File: config.mk
export PLATFORM = sky130hd
export DESIGN_NAME = fade_speed_ctrl
export DESIGN_NICKNAME = d
export VERILOG_FILES = /design/src/rtl/fade_speed_ctrl_pkg.sv /design/src/rtl/fade_speed_ctrl_btn_debounce.sv /design/src/rtl/fade_speed_ctrl.sv
export SDC_FILE = /design/constraint.sdc
export NUM_CORES = 1
export LEC_CHECK = 0
export CELL_PAD_IN_SITES_DETAIL_PLACEMENT = 1
export CELL_PAD_IN_SITES_GLOBAL_PLACEMENT = 2
export CORE_MARGIN = 1.5
export CORE_UTILIZATION = 38
export DETAILED_ROUTE_END_ITERATION = 8
export PLACE_DENSITY = 0.83
export SYNTH_ARGS = -nofsm -noshare
export SYNTH_HDL_FRONTEND = slang
export SYNTH_SLANG_ARGS = --single-unit
export TNS_END_PERCENT = 5
File: constraint.sdc
create_clock -name i_clk -period 4.7 [get_ports i_clk]
set_input_delay 0.94 -clock i_clk [delete_from_list [all_inputs] [get_ports i_clk]]
set_output_delay 0.94 -clock i_clk [all_outputs]
set_load 0.005 [all_outputs]
File: src/rtl/fade_speed_ctrl_pkg.sv
// Shared constants for the smooth-fade LED path: speed word width, default
// speed limits, speed-control FSM encodings and the clamped step helper.
package fade_speed_ctrl_pkg;

    localparam int unsigned FADE_SPEED_W   = 16;
    localparam int unsigned SPEED_INIT_DEF = 200;
    localparam int unsigned SPEED_MIN_DEF  = 16;
    localparam int unsigned SPEED_MAX_DEF  = 4096;

    localparam logic [1:0] ST_IDLE      = 2'd0;
    localparam logic [1:0] ST_HOLD_UP   = 2'd1;
    localparam logic [1:0] ST_HOLD_DN   = 2'd2;
    localparam logic [1:0] ST_HOLD_BOTH = 2'd3;

    // One speed step in 17-bit arithmetic, clamped to [min, max]; a borrow
    // out of the subtraction means the result went below zero.
    function automatic logic [FADE_SPEED_W-1:0] step_speed(
        input logic [FADE_SPEED_W-1:0] cur,
        input logic                    dir_up,
        input logic [FADE_SPEED_W-1:0] step,
        input logic [FADE_SPEED_W-1:0] min_v,
        input logic [FADE_SPEED_W-1:0] max_v
    );
        logic [FADE_SPEED_W:0] w_sum;
        if (dir_up) begin
            w_sum = {1'b0, cur} + {1'b0, step};
        end else begin
            w_sum = {1'b0, cur} - {1'b0, step};
        end
        if (!dir_up && w_sum[FADE_SPEED_W]) begin
            return min_v;
        end else if (w_sum < {1'b0, min_v}) begin
            return min_v;
        end else if (w_sum > {1'b0, max_v}) begin
            return max_v;
        end else begin
            return w_sum[FADE_SPEED_W-1:0];
        end
    endfunction

endpackage

File: src/rtl/fade_speed_ctrl_btn_debounce.sv
// Button front end: polarity fix, 2-flop synchroniser and a counting
// debouncer. o_rise pulses for one cycle, aligned with o_level going high.
module btn_debounce #(
    parameter int unsigned DEBOUNCE_CYCLES = 12000,
    parameter int unsigned ACTIVE_LOW      = 1
) (
    input  logic i_clk,
    input  logic i_rst_n,
    input  logic i_raw,
    output logic o_level,
    output logic o_rise
);

    localparam int unsigned CNT_W = $clog2(DEBOUNCE_CYCLES);

    logic             w_pressed;
    logic [1:0]       r_sync;
    logic [CNT_W-1:0] r_cnt;
    logic             r_level;
    logic             r_rise;

    assign w_pressed = (ACTIVE_LOW != 0) ? ~i_raw : i_raw;

    // Two-stage synchroniser; reset loads the released (not pressed) level.
    always_ff @(posedge i_clk or negedge i_rst_n) begin
        if (!i_rst_n) begin
            r_sync <= '0;
        end else begin
            r_sync <= {r_sync[0], w_pressed};
        end
    end

    // Count consecutive samples that disagree with the accepted level and
    // flip the level once DEBOUNCE_CYCLES of them have been seen.
    always_ff @(posedge i_clk or negedge i_rst_n) begin
        if (!i_rst_n) begin
            r_cnt   <= '0;
            r_level <= 1'b0;
            r_rise  <= 1'b0;
        end else if (r_sync[1] == r_level) begin
            r_cnt  <= '0;
            r_rise <= 1'b0;
        end else if (r_cnt == CNT_W'(DEBOUNCE_CYCLES - 1)) begin
            r_cnt   <= '0;
            r_level <= ~r_level;
            r_rise  <= ~r_level;
        end else begin
            r_cnt  <= r_cnt + 1'b1;
            r_rise <= 1'b0;
        end
    end

    assign o_level = r_level;
    assign o_rise  = r_rise;

endmodule

File: src/rtl/fade_speed_ctrl.sv
// Speed control for the smooth-fade LED block: two debounced buttons step a
// 16-bit speed word up/down with auto-repeat; both held restores the default.
module fade_speed_ctrl
    import fade_speed_ctrl_pkg::*;
#(
    parameter int unsigned DEBOUNCE_CYCLES = 12000,
    parameter int unsigned REPEAT_DELAY    = 6000000,
    parameter int unsigned REPEAT_RATE     = 1200000,
    parameter int unsigned SPEED_INIT      = SPEED_INIT_DEF,
    parameter int unsigned SPEED_MIN       = SPEED_MIN_DEF,
    parameter int unsigned SPEED_MAX       = SPEED_MAX_DEF,
    parameter int unsigned STEP            = 16,
    parameter int unsigned BTN_ACTIVE_LOW  = 1
) (
    input  logic                    i_clk,
    input  logic                    i_rst_n,
    input  logic                    i_btn_up,
    input  logic                    i_btn_dn,
    output logic [FADE_SPEED_W-1:0] o_speed,
    output logic                    o_speed_upd,
    output logic [1:0]              o_btn_state
);

    localparam int unsigned REP_W = $clog2(REPEAT_DELAY + 1);

    localparam logic [FADE_SPEED_W-1:0] P_INIT = FADE_SPEED_W'(SPEED_INIT);
    localparam logic [FADE_SPEED_W-1:0] P_MIN  = FADE_SPEED_W'(SPEED_MIN);
    localparam logic [FADE_SPEED_W-1:0] P_MAX  = FADE_SPEED_W'(SPEED_MAX);
    localparam logic [FADE_SPEED_W-1:0] P_STEP = FADE_SPEED_W'(STEP);

    if (!(REPEAT_DELAY >= REPEAT_RATE && REPEAT_RATE >= 1 && DEBOUNCE_CYCLES >= 2))
    begin : g_bad_timing
        $error("fade_speed_ctrl: need REPEAT_DELAY >= REPEAT_RATE >= 1 and DEBOUNCE_CYCLES >= 2");
    end

    logic                    w_up_lvl;
    logic                    w_up_rise;
    logic                    w_dn_lvl;
    logic                    w_dn_rise;
    logic [1:0]              r_state;
    logic [1:0]              w_state_nxt;
    logic [REP_W-1:0]        r_rep;
    logic [REP_W-1:0]        w_rep_nxt;
    logic [FADE_SPEED_W-1:0] r_speed;
    logic [FADE_SPEED_W-1:0] w_speed_nxt;
    logic                    r_upd;

    btn_debounce #(
        .DEBOUNCE_CYCLES(DEBOUNCE_CYCLES),
        .ACTIVE_LOW     (BTN_ACTIVE_LOW)
    ) u_btn_up (
        .i_clk  (i_clk),
        .i_rst_n(i_rst_n),
        .i_raw  (i_btn_up),
        .o_level(w_up_lvl),
        .o_rise (w_up_rise)
    );

    btn_debounce #(
        .DEBOUNCE_CYCLES(DEBOUNCE_CYCLES),
        .ACTIVE_LOW     (BTN_ACTIVE_LOW)
    ) u_btn_dn (
        .i_clk  (i_clk),
        .i_rst_n(i_rst_n),
        .i_raw  (i_btn_dn),
        .o_level(w_dn_lvl),
        .o_rise (w_dn_rise)
    );

    // Next state, repeat timer and speed; the both-held check overrides
    // every state so a same-cycle double press goes straight to restore.
    always_comb begin
        w_state_nxt = r_state;
        w_rep_nxt   = r_rep;
        w_speed_nxt = r_speed;
        if (w_up_lvl && w_dn_lvl) begin
            w_state_nxt = ST_HOLD_BOTH;
            if (r_state != ST_HOLD_BOTH) begin
                w_speed_nxt = P_INIT;
            end
        end else begin
            case (r_state)
                ST_IDLE: begin
                    if (w_up_rise) begin
                        w_state_nxt = ST_HOLD_UP;
                        w_rep_nxt   = REP_W'(REPEAT_DELAY);
                        w_speed_nxt = step_speed(r_speed, 1'b1, P_STEP, P_MIN, P_MAX);
                    end else if (w_dn_rise) begin
                        w_state_nxt = ST_HOLD_DN;
                        w_rep_nxt   = REP_W'(REPEAT_DELAY);
                        w_speed_nxt = step_speed(r_speed, 1'b0, P_STEP, P_MIN, P_MAX);
                    end
                end
                ST_HOLD_UP, ST_HOLD_DN: begin
                    if ((r_state == ST_HOLD_UP) ? !w_up_lvl : !w_dn_lvl) begin
                        w_state_nxt = ST_IDLE;
                    end else if (r_rep == REP_W'(1)) begin
                        // Timer reaches zero on this edge: step and reload.
                        w_rep_nxt   = REP_W'(REPEAT_RATE);
                        w_speed_nxt = step_speed(r_speed, r_state == ST_HOLD_UP,
                                                 P_STEP, P_MIN, P_MAX);
                    end else begin
                        w_rep_nxt = r_rep - 1'b1;
                    end
                end
                ST_HOLD_BOTH: begin
                    if (!w_up_lvl && !w_dn_lvl) begin
                        w_state_nxt = ST_IDLE;
                    end
                end
                default: w_state_nxt = ST_IDLE;
            endcase
        end
    end

    // Register FSM, timer and speed; the update flag marks real value changes only.
    always_ff @(posedge i_clk or negedge i_rst_n) begin
        if (!i_rst_n) begin
            r_state <= ST_IDLE;
            r_rep   <= '0;
            r_speed <= P_INIT;
            r_upd   <= 1'b0;
        end else begin
            r_state <= w_state_nxt;
            r_rep   <= w_rep_nxt;
            r_speed <= w_speed_nxt;
            r_upd   <= (w_speed_nxt != r_speed);
        end
    end

    assign o_speed     = r_speed;
    assign o_speed_upd = r_upd;
    assign o_btn_state = {w_dn_lvl, w_up_lvl};

endmodule

==> metrics.csv <==
stage,metric,value,unit
setup_path,flop-to-flop setup slack,0.37,ns
synth,"Distinct cells, synth",73,
sta,final count of negative-setup-slack endpoints,0,
drt,Via Count,5600,
synth,Post-synth ARST share,100,%
final_layout,non-filler cells in the finished layout,899,
setup_path,endpoint of the worst register-to-register path,o_speed_upd$_DFF_PN0_,
placement,count of port buffers added during placement,22,
setup_path,number of cells on the worst reg-to-reg path,12,
placement,Final HPWL DP,14900,um
final_layout,Inserted Diodes,0,
synth,top cells by area in the synthesized netlist,"sky130_fd_sc_hd__dfrtp_1 (33%), sky130_fd_sc_hd__nor2_1 (5.3%), sky130_fd_sc_hd__o21ai_0 (4.7%)",
floorplanning,Die Wd,125,um
power,power density relative to cell area,225,mW/mm^2
synth,top cell type by total area after synthesis,sky130_fd_sc_hd__dfrtp_1,
sta,peak clock frequency supported by timing,0.231,GHz
setup_path,Worst setup SP type,flop,
hold_path,cell count of the worst hold path,0,
floorplanning,initial core utilization,38.8,%
drt,overall routed net length,20000,um
clocking,clock tree from TritonCTS,yes,
synth,post-synthesis net count,713,
setup_path,Required @ worst endpoint,4.90,ns
clocking,library cell used as clock root buffer,sky130_fd_sc_hd__clkbuf_16,
sta,Final Cycle Share,92.2,%
synth,number of enable-type register cells in the synthesized netlist,0,
hold_path,startpoint of the most critical hold path,u_btn_dn.r_sync[0]$_DFF_PN0_,
floorplanning,core region area,0.0145,mm^2
global_routing,maximum number of pins on one net before global-route repair,45,
drt,length of the first detailed-routing pass in iterations,5,
global_routing,All-Layer GR Usage,26.4,%
synth,post-synth design cell area,0.00564,mm^2
sta,Fin Clk Skew,0.00918,ns
placement,GPL Wtd Cong,0.924,
clocking,total number of H-tree levels,3,
job,number of max-cap violations,0,
clocking,Clock Latency Late Sink,0.35,ns
synth,area share of the largest cell type after synthesis,33.3,%
sta,hold violation count in the final report,0,
setup_path,top fanout value on the critical path,16,
setup_path,classification of the worst setup path,reg2reg,
drt,First DRT Iteration DRCs,484,
global_routing,total congestion overflow,0,
clocking,clock slew at reported path FFs,0.06,ns
global_routing,via count of the first global-routing pass,5743,
sta,Tightest Pin Transition,1.28,ns
power,Static Leak,2.76,nW
drt,detailed-route DRC error count,0,
drt,Antenna Violating Nets Remaining,0,
clocking,maximum root-to-sink buffer count,2,
placement,cell count after placement,883,
synth,number of warnings printed during yosys synthesis,0,
sta,final number of max-transition violations,0,
synth,average cell area after synthesis,8.11,um^2
clocking,Clock Sink Count,78,
global_routing,global-route wire length before repair,32600,um
hold_path,Worst Hold End,u_btn_dn.r_sync[1]$_DFF_PN0_,
synth,synthesized instance count,696,
sta,final critical-path required period,4.33,ns
drt,WL per Instance,22.3,um
final_layout,utilization of the core after routing,43.8,%
global_routing,Top Usage Layer GRT,met2,
clocking,CTS Buf Count,9,
sta,unrepaired setup endpoints after global routing,false,
synth,most instantiated flip-flop cell in the synthesis netlist,sky130_fd_sc_hd__dfrtp_1,
setup_path,origin of the critical flop-to-flop path,o_speed[4]$_DFF_PN0_,
power,overall power,0.00143,W
final_layout,post-layout net count,727,
sta,Slew headroom,14.3,%
global_routing,initial antenna violation count,0,
synth,number of register bits inferred by synthesis,78,
global_routing,M2 GR Usage,40.6,%
drt,ratio of routed vias to standard cells,6.23,
final_layout,share of post-route cells with drive strength above 1,8.67,%
floorplanning,floorplan die area,0.0156,mm^2
setup_path,data arrival time of the worst path,4.54,ns
sta,hold slack,0.355,ns
outcome,run status,"complete, no violations",
synth,fraction of the yosys area taken by sequential cells,34.7,%
clocking,postcts setup bufs,0,
power,worst IR drop on VDD,0.168,mV
global_routing,global routing met3 resource utilization,4.04,%
floorplanning,row cnt,44,
hold_path,path category of the worst min-delay check,reg2reg,
setup_path,sort of element at the end of the critical path,flop,
final_layout,area overhead of the layout relative to synthesis,12.8,%
floorplanning,num ports,23,
floorplanning,floorplan die height,125,um
sta,Setup TNS,0,ns
global_routing,GR Layer Usage met1,36.9,%
-- report_power, final --
part | internal (W) | leakage [nW] | switching, W | total [W]
clock network | 0.000426 | 0.146 | 0.000296 | 0.000723
registers | 0.000677 | 1.06 | 0.00000551 | 0.000683
logic | 0.00000733 | 1.55 | 0.0000212 | 0.0000286
-- metrics by stage --
stage | instance area [um^2] | worst slack, ns
2_1_floorplan | 5640 | 0.661
3_3_place_gp | 6060 | 0.571
3_5_place_dp | 6060 | 0.400
4_1_cts | 6360 | 0.335
5_1_grt | 6370 | 0.0588
6_report | 6370 | 0.366
-- Yosys cell counts, drive strengths merged (4+ instances only) --
cell,count
or3,18
or4,9
mux2i,6
and2,9
a211oi,11
inv,28
nand4,13
nor4,12
and4,4
o21ai,55
o211ai,7
nand3,27
o2111ai,5
a22o,5
clkbuf,27
nand2b,10
o41ai,4
nor4b,5
or2,7
ha,13
dfrtp,75
a211o,4
nor3,26
nor2,79
o31ai,8
a21oi,39
buf,10
xnor2,19
and3,14
a31oi,10
nand2,61
a2111oi,4
xor2,21
-- routing by layer --
metal / vias to the layer above / routed length [um]
li1: 2561 / -
met1: 2783 / 9130
met2: 201 / 9060
met3: 55 / 1060
met4: 0 / 781
met5: - / 0
-- cell families after synthesis --
logic type | after synthesis | share of synthesized area, %
buf+inv | 67 | 4.92
simple gates | 304 | 27.6
fa+ha+maj | 13 | 2.88
compound gates | 185 | 22.0
mux | 9 | 1.66
flops | 78 | 34.7
xor+xnor | 40 | 6.21
-- worst max-delay path, stage by stage (launching register included) --
cell	delay [ns]
sky130_fd_sc_hd__dfrtp_1	0.56
sky130_fd_sc_hd__inv_1	0.18
sky130_fd_sc_hd__ha_1	0.36
sky130_fd_sc_hd__nor4b_1	0.65
sky130_fd_sc_hd__a211oi_1	0.14
sky130_fd_sc_hd__o311a_1	0.37
sky130_fd_sc_hd__a31oi_1	0.43
sky130_fd_sc_hd__o21ai_0	0.41
sky130_fd_sc_hd__o221a_2	0.36
sky130_fd_sc_hd__o211a_1	0.13
sky130_fd_sc_hd__nor4b_1	0.26
sky130_fd_sc_hd__and4_1	0.24
sky130_fd_sc_hd__o2111ai_2	0.10
-- sequential cells by signal, indices dropped and copies added, names as in the netlist --
name	cells
o_speed	16
o_speed_upd	1
r_rep	23
r_state	2
u_btn_dn.o_level	1
u_btn_dn.o_rise	1
u_btn_dn.r_cnt	14
u_btn_dn.r_sync	2
u_btn_up.o_level	1
u_btn_up.o_rise	1
u_btn_up.r_cnt	14
u_btn_up.r_sync	2
-- cells in the final DEF, fill, tap and decap left out, drive strengths merged, types with 8 or more instances in the layout --
cell type / synthesis / final
a211oi: 11 / 11
a21oi: 39 / 39
a31oi: 10 / 10
and2: 9 / 9
and3: 14 / 14
buf: 10 / 19
clkbuf: 27 / 11
clkdlybuf4s50: 0 / 21
dfrtp: 75 / 75
ha: 13 / 13
inv: 28 / 29
nand2: 61 / 61
nand2b: 10 / 10
nand3: 27 / 27
nand4: 13 / 13
nor2: 79 / 79
nor3: 26 / 26
nor4: 12 / 12
o21ai: 55 / 55
o31ai: 8 / 8
or3: 18 / 18
or4: 9 / 9
xnor2: 19 / 19
xor2: 21 / 21
-- layout make-up --
type | instances | area (um^2)
Multi-Input combinational cell | 551 | 3420
Clock inverter | 5 | 56.3
Timing Repair Buffer | 40 | 353
Tap cell | 184 | 230
Sequential cell | 78 | 1960
Fill cell | 1769 | 8170
Clock buffer | 11 | 243
Inverter | 30 | 113
-- how the worst max path moves through the flow --
stage / end / start
floorplan: o_speed_upd$_DFF_PN0_ / o_speed[4]$_DFF_PN0_
global placement: o_speed_upd$_DFF_PN0_ / o_speed[4]$_DFF_PN0_
detailed placement: o_speed_upd$_DFF_PN0_ / o_speed[4]$_DFF_PN0_
CTS: o_speed_upd$_DFF_PN0_ / o_speed[4]$_DFF_PN0_
global route: o_speed_upd$_DFF_PN0_ / o_speed[4]$_DFF_PN0_
finish: o_speed_upd$_DFF_PN0_ / o_speed[4]$_DFF_PN0_
-- timing repair --
action                     in CTS  in global routing
hold endpoints to repair        0                  0
gates resized for setup         0                  2
hold buffers                    0                  0
setup endpoints to repair       0                  1
No activity file was read; power rests on OpenSTA's default activity.
